## src/rtl/ipif_pkg.sv

```systemverilog
// Shared types and index helpers for the IPIF broadcast router.
// IPIF vectors are big-endian (MSB = chip 0); the downstream side is little-endian.
package ipif_pkg;

  typedef enum logic [1:0] {
    StIdle,
    StWait,
    StResp,
    StDrain
  } ipif_state_e;

  // Like $clog2, but never returns 0, so a width built from it is always at least 1.
  function automatic int unsigned clog2s(input int unsigned v);
    int unsigned r;
    r = 0;
    while ((64'd1 << r) < 64'(v)) begin
      r++;
    end
    return (r == 0) ? 1 : r;
  endfunction

  // Bit position of chip `chip` inside a big-endian chip-select vector.
  function automatic int unsigned cs_be_idx(input int unsigned chip, input int unsigned n_chip);
    return n_chip - 1 - chip;
  endfunction

  // Bit position of register `r_idx` of chip `chip` inside a big-endian CE vector.
  function automatic int unsigned ce_be_idx(input int unsigned chip, input int unsigned r_idx,
                                            input int unsigned n_chip, input int unsigned n_reg);
    return n_chip * n_reg - 1 - (chip * n_reg + r_idx);
  endfunction

endpackage

```

## src/rtl/ipif_ack_collector.sv

```systemverilog
// Tracks which chips still owe an ack for the current transaction, ORs their errors,
// captures read data and forces completion when the wait exceeds the timeout.
module ipif_ack_collector
  import ipif_pkg::*;
#(
  parameter int unsigned       NChip       = 4,
  parameter int unsigned       DataW       = 32,
  parameter int unsigned       TimeoutCyc  = 256,
  parameter logic [DataW-1:0]  TimeoutData = 32'hDEADBEEF
) (
  input  logic                   clk_i,
  input  logic                   rst_ni,
  input  logic                   start_i,
  input  logic [NChip-1:0]       start_mask_i,
  input  logic                   active_i,
  input  logic                   rnw_i,
  input  logic [NChip-1:0]       wr_ack_i,
  input  logic [NChip-1:0]       rd_ack_i,
  input  logic [NChip-1:0]       err_i,
  input  logic [NChip*DataW-1:0] data_i,
  output logic [NChip-1:0]       pending_o,
  output logic                   err_o,
  output logic [DataW-1:0]       rdata_o
);

  localparam int unsigned TimerW = clog2s(TimeoutCyc + 1);

  logic [NChip-1:0]  pending_q, pending_d;
  logic              err_q, err_d;
  logic [DataW-1:0]  rdata_q, rdata_d;
  logic [TimerW-1:0] timer_q, timer_d;

  always_comb begin
    pending_d = pending_q;
    err_d     = err_q;
    rdata_d   = rdata_q;
    timer_d   = timer_q;
    if (start_i) begin
      pending_d = start_mask_i;
      err_d     = 1'b0;
      rdata_d   = '0;
      timer_d   = '0;
    end else if (active_i) begin
      for (int i = 0; i < NChip; i++) begin
        // Only the ack type matching the request counts; stray acks are ignored.
        if (pending_q[i] && (rnw_i ? rd_ack_i[i] : wr_ack_i[i])) begin
          pending_d[i] = 1'b0;
          err_d        = err_d | err_i[i];
          if (rnw_i) begin
            rdata_d = data_i[i*DataW +: DataW];
          end
        end
      end
      if ((TimeoutCyc != 0) && (pending_d != '0) && (timer_q == TimerW'(TimeoutCyc - 1))) begin
        pending_d = '0;
        err_d     = 1'b1;
        rdata_d   = TimeoutData;
      end
      timer_d = timer_q + 1'b1;
    end
  end

  always_ff @(posedge clk_i or negedge rst_ni) begin
    if (!rst_ni) begin
      pending_q <= '0;
      err_q     <= 1'b0;
      rdata_q   <= '0;
      timer_q   <= '0;
    end else begin
      pending_q <= pending_d;
      err_q     <= err_d;
      rdata_q   <= rdata_d;
      timer_q   <= timer_d;
    end
  end

  // Next-state view so the top can register the downstream CS/CE and the response together.
  assign pending_o = pending_d;
  assign err_o     = err_d;
  assign rdata_o   = rdata_d;

endmodule

```

## src/rtl/ipif_broadcast_router.sv

```systemverilog
// Registered 1-to-N IPIF router: one transaction at a time to one chip, or a write
// broadcast to all chips for registers flagged in BROADCAST_REG.
module ipif_broadcast_router
  import ipif_pkg::*;
#(
  parameter int unsigned                   C_S_AXI_ADDR_WIDTH = 32,
  parameter int unsigned                   C_S_AXI_DATA_WIDTH = 32,
  parameter int unsigned                   N_CHIP             = 4,
  parameter int unsigned                   N_REG              = 8,
  parameter logic [N_REG-1:0]              BROADCAST_REG      = '0,
  parameter int unsigned                   TIMEOUT_CYC        = 256,
  parameter logic [C_S_AXI_DATA_WIDTH-1:0] TIMEOUT_DATA       = 32'hDEADBEEF
) (
  input  logic                                   Bus2IP_Clk,
  input  logic                                   Bus2IP_Resetn,
  input  logic [C_S_AXI_ADDR_WIDTH-1:0]          s_Bus2IP_Addr,
  input  logic                                   s_Bus2IP_RNW,
  input  logic [C_S_AXI_DATA_WIDTH/8-1:0]        s_Bus2IP_BE,
  input  logic [N_CHIP-1:0]                      s_Bus2IP_CS,
  input  logic [N_CHIP*N_REG-1:0]                s_Bus2IP_RdCE,
  input  logic [N_CHIP*N_REG-1:0]                s_Bus2IP_WrCE,
  input  logic [C_S_AXI_DATA_WIDTH-1:0]          s_Bus2IP_Data,
  output logic [C_S_AXI_DATA_WIDTH-1:0]          s_IP2Bus_Data,
  output logic                                   s_IP2Bus_WrAck,
  output logic                                   s_IP2Bus_RdAck,
  output logic                                   s_IP2Bus_Error,
  output logic [N_CHIP*C_S_AXI_ADDR_WIDTH-1:0]   m_Bus2IP_Addr,
  output logic [N_CHIP-1:0]                      m_Bus2IP_RNW,
  output logic [N_CHIP*C_S_AXI_DATA_WIDTH/8-1:0] m_Bus2IP_BE,
  output logic [N_CHIP*C_S_AXI_DATA_WIDTH-1:0]   m_Bus2IP_Data,
  output logic [N_CHIP-1:0]                      m_Bus2IP_CS,
  output logic [N_CHIP*N_REG-1:0]                m_Bus2IP_RdCE,
  output logic [N_CHIP*N_REG-1:0]                m_Bus2IP_WrCE,
  input  logic [N_CHIP*C_S_AXI_DATA_WIDTH-1:0]   m_IP2Bus_Data,
  input  logic [N_CHIP-1:0]                      m_IP2Bus_WrAck,
  input  logic [N_CHIP-1:0]                      m_IP2Bus_RdAck,
  input  logic [N_CHIP-1:0]                      m_IP2Bus_Error
);

  localparam int unsigned AW       = C_S_AXI_ADDR_WIDTH;
  localparam int unsigned DW       = C_S_AXI_DATA_WIDTH;
  localparam int unsigned BW       = DW / 8;
  localparam int unsigned NCe      = N_CHIP * N_REG;
  localparam int unsigned AddrKeep = clog2s(N_REG) + 2;
  localparam logic [AW-1:0] AddrMask = {{(AW - AddrKeep){1'b0}}, {AddrKeep{1'b1}}};

  ipif_state_e       state_q, state_d;
  logic [AW-1:0]     addr_q, addr_d;
  logic              rnw_q, rnw_d;
  logic [BW-1:0]     be_q, be_d;
  logic [DW-1:0]     wdata_q, wdata_d;
  logic [N_REG-1:0]  reg_sel_q, reg_sel_d;
  logic [N_CHIP-1:0] m_cs_q, m_cs_d;
  logic [NCe-1:0]    m_rdce_q, m_rdce_d, m_wrce_q, m_wrce_d;
  logic              s_rdack_q, s_rdack_d, s_wrack_q, s_wrack_d, s_err_q, s_err_d;
  logic [DW-1:0]     s_data_q, s_data_d;

  logic [N_CHIP-1:0] cs_le, start_mask, col_pending;
  logic [N_REG-1:0]  ce_slice;
  logic              dec_valid, dec_bcast, start, active, col_err;
  logic [DW-1:0]     col_rdata;
  logic [NCe-1:0]    ce_all;

  // Decode of the incoming request; only meaningful while idle.
  always_comb begin
    cs_le    = '0;
    ce_slice = '0;
    for (int i = 0; i < N_CHIP; i++) begin
      cs_le[i] = s_Bus2IP_CS[cs_be_idx(i, N_CHIP)];
      for (int r = 0; r < N_REG; r++) begin
        // OR across chips gated by CS equals the selected chip's slice when CS is one-hot.
        ce_slice[r] = ce_slice[r] | (cs_le[i] &
                      (s_Bus2IP_RNW ? s_Bus2IP_RdCE[ce_be_idx(i, r, N_CHIP, N_REG)]
                                    : s_Bus2IP_WrCE[ce_be_idx(i, r, N_CHIP, N_REG)]));
      end
    end
    dec_valid  = $onehot(cs_le) && $onehot(ce_slice);
    dec_bcast  = !s_Bus2IP_RNW && cs_le[0] && ((ce_slice & BROADCAST_REG) != '0);
    start_mask = dec_bcast ? '1 : cs_le;
  end

  always_comb begin
    state_d   = state_q;
    addr_d    = addr_q;
    rnw_d     = rnw_q;
    be_d      = be_q;
    wdata_d   = wdata_q;
    reg_sel_d = reg_sel_q;
    s_rdack_d = 1'b0;
    s_wrack_d = 1'b0;
    s_err_d   = 1'b0;
    s_data_d  = '0;
    start     = 1'b0;
    active    = 1'b0;
    unique case (state_q)
      StIdle: begin
        if (s_Bus2IP_CS != '0) begin
          addr_d    = s_Bus2IP_Addr;
          rnw_d     = s_Bus2IP_RNW;
          be_d      = s_Bus2IP_BE;
          wdata_d   = s_Bus2IP_Data;
          reg_sel_d = ce_slice;
          if (dec_valid) begin
            start   = 1'b1;
            state_d = StWait;
          end else begin
            state_d   = StResp;
            s_rdack_d = s_Bus2IP_RNW;
            s_wrack_d = !s_Bus2IP_RNW;
            s_err_d   = 1'b1;
            s_data_d  = s_Bus2IP_RNW ? TIMEOUT_DATA : '0;
          end
        end
      end
      StWait: begin
        active = 1'b1;
        if (col_pending == '0) begin
          state_d   = StResp;
          s_rdack_d = rnw_q;
          s_wrack_d = !rnw_q;
          s_err_d   = col_err;
          s_data_d  = rnw_q ? col_rdata : '0;
        end
      end
      StResp: state_d = StDrain;
      StDrain: begin
        // Hold here until the master releases CS so a held CS cannot start a second transfer.
        if (s_Bus2IP_CS == '0) begin
          state_d = StIdle;
        end
      end
      default: state_d = StIdle;
    endcase
  end

  always_comb begin
    m_cs_d = col_pending;
    ce_all = '0;
    for (int i = 0; i < N_CHIP; i++) begin
      for (int r = 0; r < N_REG; r++) begin
        ce_all[i*N_REG+r] = col_pending[i] & reg_sel_d[r];
      end
    end
    m_rdce_d = rnw_d ? ce_all : '0;
    m_wrce_d = rnw_d ? '0 : ce_all;
  end

  ipif_ack_collector #(
    .NChip      (N_CHIP),
    .DataW      (DW),
    .TimeoutCyc (TIMEOUT_CYC),
    .TimeoutData(TIMEOUT_DATA)
  ) u_ack_collector (
    .clk_i       (Bus2IP_Clk),
    .rst_ni      (Bus2IP_Resetn),
    .start_i     (start),
    .start_mask_i(start_mask),
    .active_i    (active),
    .rnw_i       (rnw_q),
    .wr_ack_i    (m_IP2Bus_WrAck),
    .rd_ack_i    (m_IP2Bus_RdAck),
    .err_i       (m_IP2Bus_Error),
    .data_i      (m_IP2Bus_Data),
    .pending_o   (col_pending),
    .err_o       (col_err),
    .rdata_o     (col_rdata)
  );

  always_ff @(posedge Bus2IP_Clk or negedge Bus2IP_Resetn) begin
    if (!Bus2IP_Resetn) begin
      state_q   <= StIdle;
      addr_q    <= '0;
      rnw_q     <= 1'b0;
      be_q      <= '0;
      wdata_q   <= '0;
      reg_sel_q <= '0;
      m_cs_q    <= '0;
      m_rdce_q  <= '0;
      m_wrce_q  <= '0;
      s_rdack_q <= 1'b0;
      s_wrack_q <= 1'b0;
      s_err_q   <= 1'b0;
      s_data_q  <= '0;
    end else begin
      state_q   <= state_d;
      addr_q    <= addr_d;
      rnw_q     <= rnw_d;
      be_q      <= be_d;
      wdata_q   <= wdata_d;
      reg_sel_q <= reg_sel_d;
      m_cs_q    <= m_cs_d;
      m_rdce_q  <= m_rdce_d;
      m_wrce_q  <= m_wrce_d;
      s_rdack_q <= s_rdack_d;
      s_wrack_q <= s_wrack_d;
      s_err_q   <= s_err_d;
      s_data_q  <= s_data_d;
    end
  end

  assign s_IP2Bus_Data  = s_data_q;
  assign s_IP2Bus_RdAck = s_rdack_q;
  assign s_IP2Bus_WrAck = s_wrack_q;
  assign s_IP2Bus_Error = s_err_q;
  assign m_Bus2IP_Addr  = {N_CHIP{addr_q & AddrMask}};
  assign m_Bus2IP_RNW   = {N_CHIP{rnw_q}};
  assign m_Bus2IP_BE    = {N_CHIP{be_q}};
  assign m_Bus2IP_Data  = {N_CHIP{wdata_q}};
  assign m_Bus2IP_CS    = m_cs_q;
  assign m_Bus2IP_RdCE  = m_rdce_q;
  assign m_Bus2IP_WrCE  = m_wrce_q;

endmodule

```

## config.mk

```make
export PLATFORM = sky130hd
export DESIGN_NAME = ipif_broadcast_router
export DESIGN_NICKNAME = d
export VERILOG_FILES = /design/src/rtl/ipif_pkg.sv /design/src/rtl/ipif_ack_collector.sv /design/src/rtl/ipif_broadcast_router.sv
export SDC_FILE = /design/constraint.sdc
export NUM_CORES = 1
export LEC_CHECK = 0
export ABC_AREA = 1
export CAP_MARGIN = 10
export CORE_AREA = 4 4 250 252
export CTS_BUF_LIST = sky130_fd_sc_hd__clkbuf_4
export DETAILED_ROUTE_END_ITERATION = 7
export DIE_AREA = 0 0 254 256
export PLACE_DENSITY = 0.53
export REMOVE_ABC_BUFFERS = 1
export SETUP_SLACK_MARGIN = 0.1
export SYNTH_ARGS = -nofsm -noshare
export SYNTH_HDL_FRONTEND = slang
export SYNTH_SLANG_ARGS = --single-unit
```

## constraint.sdc

```tcl
create_clock -name Bus2IP_Clk -period 2.38 [get_ports Bus2IP_Clk]
set_clock_uncertainty 0.15 [all_clocks]
set_input_delay 0.476 -clock Bus2IP_Clk [delete_from_list [all_inputs] [get_ports Bus2IP_Clk]]
set_output_delay 0.476 -clock Bus2IP_Clk [all_outputs]
set_load 0.01 [all_outputs]
```

Word-level counts from Yosys, hierarchy flattened --
Index checks and enable logic that the tools add are counted.
Cells by class: equality and inequality tests 9, bitwise operators 92, $add $sub $neg 11, mux-type cells 110, reductions and logical operators 16
Operator list (number):
- 32-bit 2-to-1 mux | 18
- 1-bit 2-to-1 mux | 76
- 1-bit AND | 64
- 32-bit one-hot mux with 2 select lines | 1
- 1-bit OR | 28
- 9-bit 2-to-1 mux | 2
- 8-bit 2-to-1 mux | 2
- 1-bit by 1-bit adder with 2-bit output | 6
- 4-bit 2-to-1 mux | 3
- 2-bit by 2-bit adder with 3-bit output | 3
- 9-bit by 1-bit adder with 9-bit output (second input constant) | 1
- 9-bit by 8-bit == test with 1-bit output (second input constant) | 1
- 4-bit zero test | 2
- 2-bit 2-to-1 mux | 4
- 2-bit one-hot mux with 4 select lines | 1
- 4-bit nonzero test | 2
- 1-bit logical AND | 6
- 2-bit inequality test (second input constant) | 3
- 1-bit one-hot mux with 2 select lines | 3
- 3-bit by 3-bit adder with 4-bit output | 1
- 2-bit == test (second input constant) | 2
- 4-bit by 1-bit == test with 1-bit output (second input constant) | 1
- 3-bit by 1-bit == test with 1-bit output (second input constant) | 1
- 3-bit AND reduction | 1
- other kinds (5) | 6
Storage, ports and cells: register bits after elaboration 197, input port bits 279, output and inout port bits 379, logic and storage cells 254

Depth between registers and ports, before layout --
depth in word-level cells 29, mapped depth 25

Cells and area by module --
A second synthesis with hierarchy kept.
Unflattened totals: cell total of the unflattened synthesis 1649, area, all modules 12200.5 µm²
By module, submodules not included:
- ipif_broadcast_router | instances 1, seq. area each 3878.7 µm², cells each 996, area each 8391.8 µm²
- ipif_ack_collector | instances 1, seq. area each 1151.1 µm², cells each 653, area each 3808.7 µm²

Least setup slack after synthesis --
No wires, ideal clock.
kind in2reg, start input s_Bus2IP_RNW, end register s_data_q[12] (netlist: s_IP2Bus_Data[12]), cell stages on the path 24, buffers on the path 3, setup time 0.076 ns, data arrival time 4.557 ns, path slack -2.403 ns, path through buf_2 -> inv_1 -> buf_2 -> o21ai_0 -> o22ai_1 -> nor2_1 -> fa_1 -> fa_1 -> inv_1 -> fa_1 -> ha_1 -> inv_1 -> fa_1 -> nand3_1 -> nor2_2 -> nand2_1 -> nor2_4 -> nand2_1 -> nand2_1 -> nand2_1 -> nor2_4 -> nand3_4 -> buf_6 -> o21ai_1
Between the ends: word-level cells in the longest chain between the ends 17
Ends and longest elaborated chain:
- start: declaration | RTL line ipif_broadcast_router.sv:17 | input logic s_Bus2IP_RNW,
- 1-bit 2-to-1 mux | RTL line ipif_broadcast_router.sv:73 | (s_Bus2IP_RNW ? s_Bus2IP_RdCE[ce_be_idx(i, r, N_CHIP, N_REG)]
- 1-bit AND | RTL line ipif_broadcast_router.sv:72 | ce_slice[r] = ce_slice[r] | (cs_le[i] &
- 1-bit OR (3 in series) | RTL line ipif_broadcast_router.sv:72
- 1-bit by 1-bit adder with 2-bit output (implied by the code) | RTL line ipif_broadcast_router.sv:77 | dec_valid = $onehot(cs_le) && $onehot(ce_slice);
- 2-bit by 2-bit adder with 3-bit output (implied by the code) | RTL line ipif_broadcast_router.sv:77
- 3-bit by 3-bit adder with 4-bit output (implied by the code) | RTL line ipif_broadcast_router.sv:77
- 4-bit by 1-bit == test with 1-bit output | RTL line ipif_broadcast_router.sv:77
- 1-bit logical AND | RTL line ipif_broadcast_router.sv:77
- 1-bit 2-to-1 mux | RTL line ipif_broadcast_router.sv:103 | if (dec_valid) begin
- 1-bit 2-to-1 mux | RTL line ipif_broadcast_router.sv:97 | if (s_Bus2IP_CS != '0) begin
- 1-bit 2-to-1 mux | RTL line ipif_broadcast_router.sv:95 | unique case (state_q)
- 4-bit 2-to-1 mux / 32-bit 2-to-1 mux (equally long branches) | RTL line ipif_ack_collector.sv:38 | if (start_i) begin
- 4-bit zero test / 32-bit 2-to-1 mux (equally long branches) | RTL line ipif_broadcast_router.sv:117, ipif_broadcast_router.sv:122
- 32-bit 2-to-1 mux | RTL line ipif_broadcast_router.sv:117 | if (col_pending == '0) begin
- 32-bit one-hot mux with 2 select lines (*) | RTL line ipif_broadcast_router.sv:95
- named net s_data_d[12] | RTL line ipif_broadcast_router.sv:56 | logic [DW-1:0] s_data_q, s_data_d;
- end signal: assignment | RTL line ipif_broadcast_router.sv:197 | s_data_q <= s_data_d;
- end: declaration | RTL line ipif_broadcast_router.sv:56
Mark *: on every way through the listed nets, which the timed path passes. The rest lies on a longest branch. A chain may end at the register's enable or synchronous reset.

Worst setup path in the final report --
start input s_Bus2IP_RdCE[12], end register s_data_q[23] (netlist: s_IP2Bus_Data[23])
Between the ends: word-level cells in the longest chain between the ends 16
Ends and longest elaborated chain:
- start: declaration | RTL line ipif_broadcast_router.sv:20 | input logic [N_CHIP*N_REG-1:0] s_Bus2IP_RdCE,
- 1-bit 2-to-1 mux (*) | RTL line ipif_broadcast_router.sv:73
- 1-bit AND (*) | RTL line ipif_broadcast_router.sv:72
- 1-bit OR (*) (2 in series) | RTL line ipif_broadcast_router.sv:72
- 1-bit by 1-bit adder with 2-bit output (implied by the code) (*) | RTL line ipif_broadcast_router.sv:77
- 2-bit by 2-bit adder with 3-bit output (implied by the code) (*) | RTL line ipif_broadcast_router.sv:77
- 3-bit by 3-bit adder with 4-bit output (implied by the code) (*) | RTL line ipif_broadcast_router.sv:77
- 4-bit by 1-bit == test with 1-bit output (*) | RTL line ipif_broadcast_router.sv:77
- 1-bit logical AND (*) | RTL line ipif_broadcast_router.sv:77
- 1-bit 2-to-1 mux | RTL line ipif_broadcast_router.sv:103
- 1-bit 2-to-1 mux | RTL line ipif_broadcast_router.sv:97
- 1-bit 2-to-1 mux | RTL line ipif_broadcast_router.sv:95
- 4-bit 2-to-1 mux / 32-bit 2-to-1 mux (equally long branches) | RTL line ipif_ack_collector.sv:38
- 4-bit zero test / 32-bit 2-to-1 mux (equally long branches) | RTL line ipif_broadcast_router.sv:117, ipif_broadcast_router.sv:122
- 32-bit 2-to-1 mux | RTL line ipif_broadcast_router.sv:117
- 32-bit one-hot mux with 2 select lines (*) | RTL line ipif_broadcast_router.sv:95
- named net s_data_d[23] | RTL line ipif_broadcast_router.sv:56
Marks and branches as above.

==> flow_summary.toml <==
[critical_path]
cp.required_ns = 2.88
r2r-end = "s_IP2Bus_Data[23]"
r2r_cells = 15
worstSetupPathType = "input port to flop"
cp_max_fo = 17
critPathArrivalTime_ns = 4.79
reg2reg_slack_ns = -0.30
critPathLaunchType = "input port"
r2r-start = "u_ack_collector.timer_q[0]"
crit_path_end_kind = "flop"

[synth]
synth.ff_latch_count = 197
synth_edf_count = 0
netlist_area_mm2 = 0.0118
synth_area_leader_cell = "dfrtp_1"
yosys.area.top_type_share_pct = 41.7
synth_cells = 1585
synthFlopType = "dfrtp_1"
syn_area_per_cell_um2 = 7.45
yosys_warnings = 0
synthTopCellsByArea = "dfrtp_1, buf_4, nand2_1, o21ai_0, inv_1"
synth-seq-area-share_pct = 41.7
synth.distinct_cells = 34
async_flop_share_pct = 100

[clock_tree]
cts_made_buffers = 17
cts_root_buffer = "clkbuf_4"
cts.clk_slew.worst_paths_ns = 0.19
cts_sinks = 197
ctsLongestPathBuffers = 2
clk_latency_ns = 0.73
htreeDepth = 4
tritoncts = "built"

[grt]
antenna_found_initial = 4
track_usage_pct = 15.1
grt_max_degree = 48
grt_use_met1_pct = 17.6
gr-max-usage-layer = "met2"
use_met3_pct = 4.92
grt_pass1_wl_mm = 74.8
use_met2_pct = 26.1
overflow = 0
grt_pass1_vias = 12532

[outcome]
failed_checks = "negative setup slack"
status = "complete, but fails checks"

[finish]
final_common_cell = "nand2_1"
regArea_mm2 = 0.00498
most-common-layout-cells = "nand2_1, dlymetal6s2s_1, clkdlybuf4s50_1"
final_area_mm2 = 0.0206
multi_input_area_mm2 = 0.00532
areaGrowthSynthToFinish_pct = 74.7
nNetsFinal = 2466
drive_above_1_share_pct = 22.2
fillers = 6239

[floorplan]
io_pins = 658
rows = 90
die_x_um = 254
start_util_pct = 19.6
die_area_mm2 = 0.0650
coreArea_mm2 = 0.0601
die_y_um = 256

[drt]
drtPass1Iterations = 7
wirelength_mm = 51.3
drt-initial-drc-count = 541
post_drt_via_cell_ratio = 4.02
vias = 11944
ant_nets = 0
drcViolationCount = 0
wire_per_inst_um = 17.3

[timing]
slew_violations = 0
tightest_slew_ns = 0.689
min_period_ns = 4.29
slew_headroom_pct = 53.6
setup_slack_ns = -1.91
hold_viol = 0
rsz0062_at_grt = "yes"
clock.fmax_ghz = 0.233
min_period_over_period_pct = 180
setup_viol = 148

[pwr]
p_leak_nw = 12.7
powerDensity_mw_per_mm2 = 1090
ir_worst_vdd_mv = 0.601

[placement]
dpl_worst_slack_ns = -3.31
hpwlAfterDp_mm = 37.2
gp_congestion = 0.968
dpl_cell_area_mm2 = 0.0173
port_buffers = 522

[flow_run]
drv_cap = 0

[worst_hold_path]
hold_class = "input port to asynchronous set/reset pin"
## power by group
group | internal, mW | total, mW | switching (mW)
clock | 0.599 | 2.02 | 1.42
combinational | 6.87 | 14.8 | 7.96
sequential | 4.75 | 5.72 | 0.970
total | 12.2 | 22.6 | 10.3
## synthesized netlist by cell type, types with 11 or more instances
master      n
ha_1       12
buf_2      13
nand3_1    48
a21oi_1    28
o22ai_1    11
nor2_1    161
buf_4     238
a211oi_1   22
dfrtp_1   197
inv_1     171
nand2_1   418
o21ai_1    28
o21ai_0   134
clkbuf_1   39
## what timing repair did
item,4_1_cts,5_1_grt
gates cloned,8,0
pin swaps,80,50
setup buffers,49,51
gates resized for setup,226,486
hold endpoints to repair,238,0
endpoints found under the setup margin,418,458
hold buffers,43,0
## worst max path at each step
stage / from / to / slack [ns] / depth (start not counted)
2_1_floorplan: s_Bus2IP_RNW / s_IP2Bus_Data[13] / -2.93 / 20
3_3_place_gp: s_Bus2IP_CS[1] / s_IP2Bus_Data[13] / -3.19 / 22
3_5_place_dp: s_Bus2IP_CS[1] / s_IP2Bus_Data[23] / -3.31 / 22
4_1_cts: s_Bus2IP_RNW / s_IP2Bus_Data[17] / -1.65 / 24
5_1_grt: s_Bus2IP_WrCE[15] / s_IP2Bus_Data[21] / -1.92 / 22
6_report: s_Bus2IP_RdCE[12] / s_IP2Bus_Data[23] / -1.91 / 21
## registers in the layout, summed over array words and instances (netlist names), 2 cells and up
register                   count
s_IP2Bus_Data                 32
u_ack_collector.pending_q      4
wdata_q                       32
addr_q                         5
m_Bus2IP_RdCE                 32
reg_sel_q                      8
be_q                           4
m_Bus2IP_WrCE                 32
u_ack_collector.timer_q        9
state_q                        2
u_ack_collector.rdata_q       32
## routing by layer
layer	part of all wire (%)	up-vias
li1	-	5762
met3	7.6	54
met1	40	5675
met4	2.5	0
met2	50	453
met5	0	-
## cells by family (layout without fill, tap and decap cells)
logic type,after synthesis,after routing,share of synthesized area (%)
buffers and inverters,481,972,23.2
adder cells (fa/ha/maj),17,17,2.12
AO/OA/AOI/OAI,232,232,10.7
AND/OR/NAND/NOR,654,654,22.0
flip-flops,197,197,41.7
XOR/XNOR,3,3,0.223
other,1,115,0.0318
## final cells by class
class	instances	share of cell area [%]
Tap cell	782	4.74
Timing Repair Buffer	759	40.0
Inverter	179	3.54
Timing Repair inverter	2	0.158
Multi-Input combinational cell	1014	25.8
Clock buffer	17	0.619
Clock inverter	15	1.01
Sequential cell	197	24.1
Antenna cell	7	0.0849
## per-stage QoR
step	setup TNS, ns	power (mW)	hold slack [ns]	instances	util (%)
after floorplan	-395.76	11.1	0.0304	1390	-
after global placement	-478.67	18.5	0.287	2788	28.8
after detailed placement	-487.00	18.7	0.293	2788	28.8
after CTS	-260.58	21.8	0.0397	2920	31.6
after global routing	-254.48	24.4	0.102	2971	34.3
final	-251.70	22.6	0.225	2972	34.3
## worst max-delay path, cell delays in order
cell and delay [ns]:
dlygate4sd2_1 0.24, o21ai_1 0.17, o22ai_2 0.12, nor2_2 0.17, fa_1 0.44, fa_1 0.54, inv_2 0.04, fa_1 0.51
ha_2 0.19, inv_2 0.04, fa_2 0.52, nand3_2 0.08, nor2_4 0.11, buf_6 0.12, nand4_1 0.10, nand2_2 0.14
nand2_4 0.07, nor2_4 0.15, nand3_4 0.17, buf_12 0.21, o21ai_1 0.15
No activity file was read; power rests on OpenSTA's default activity.
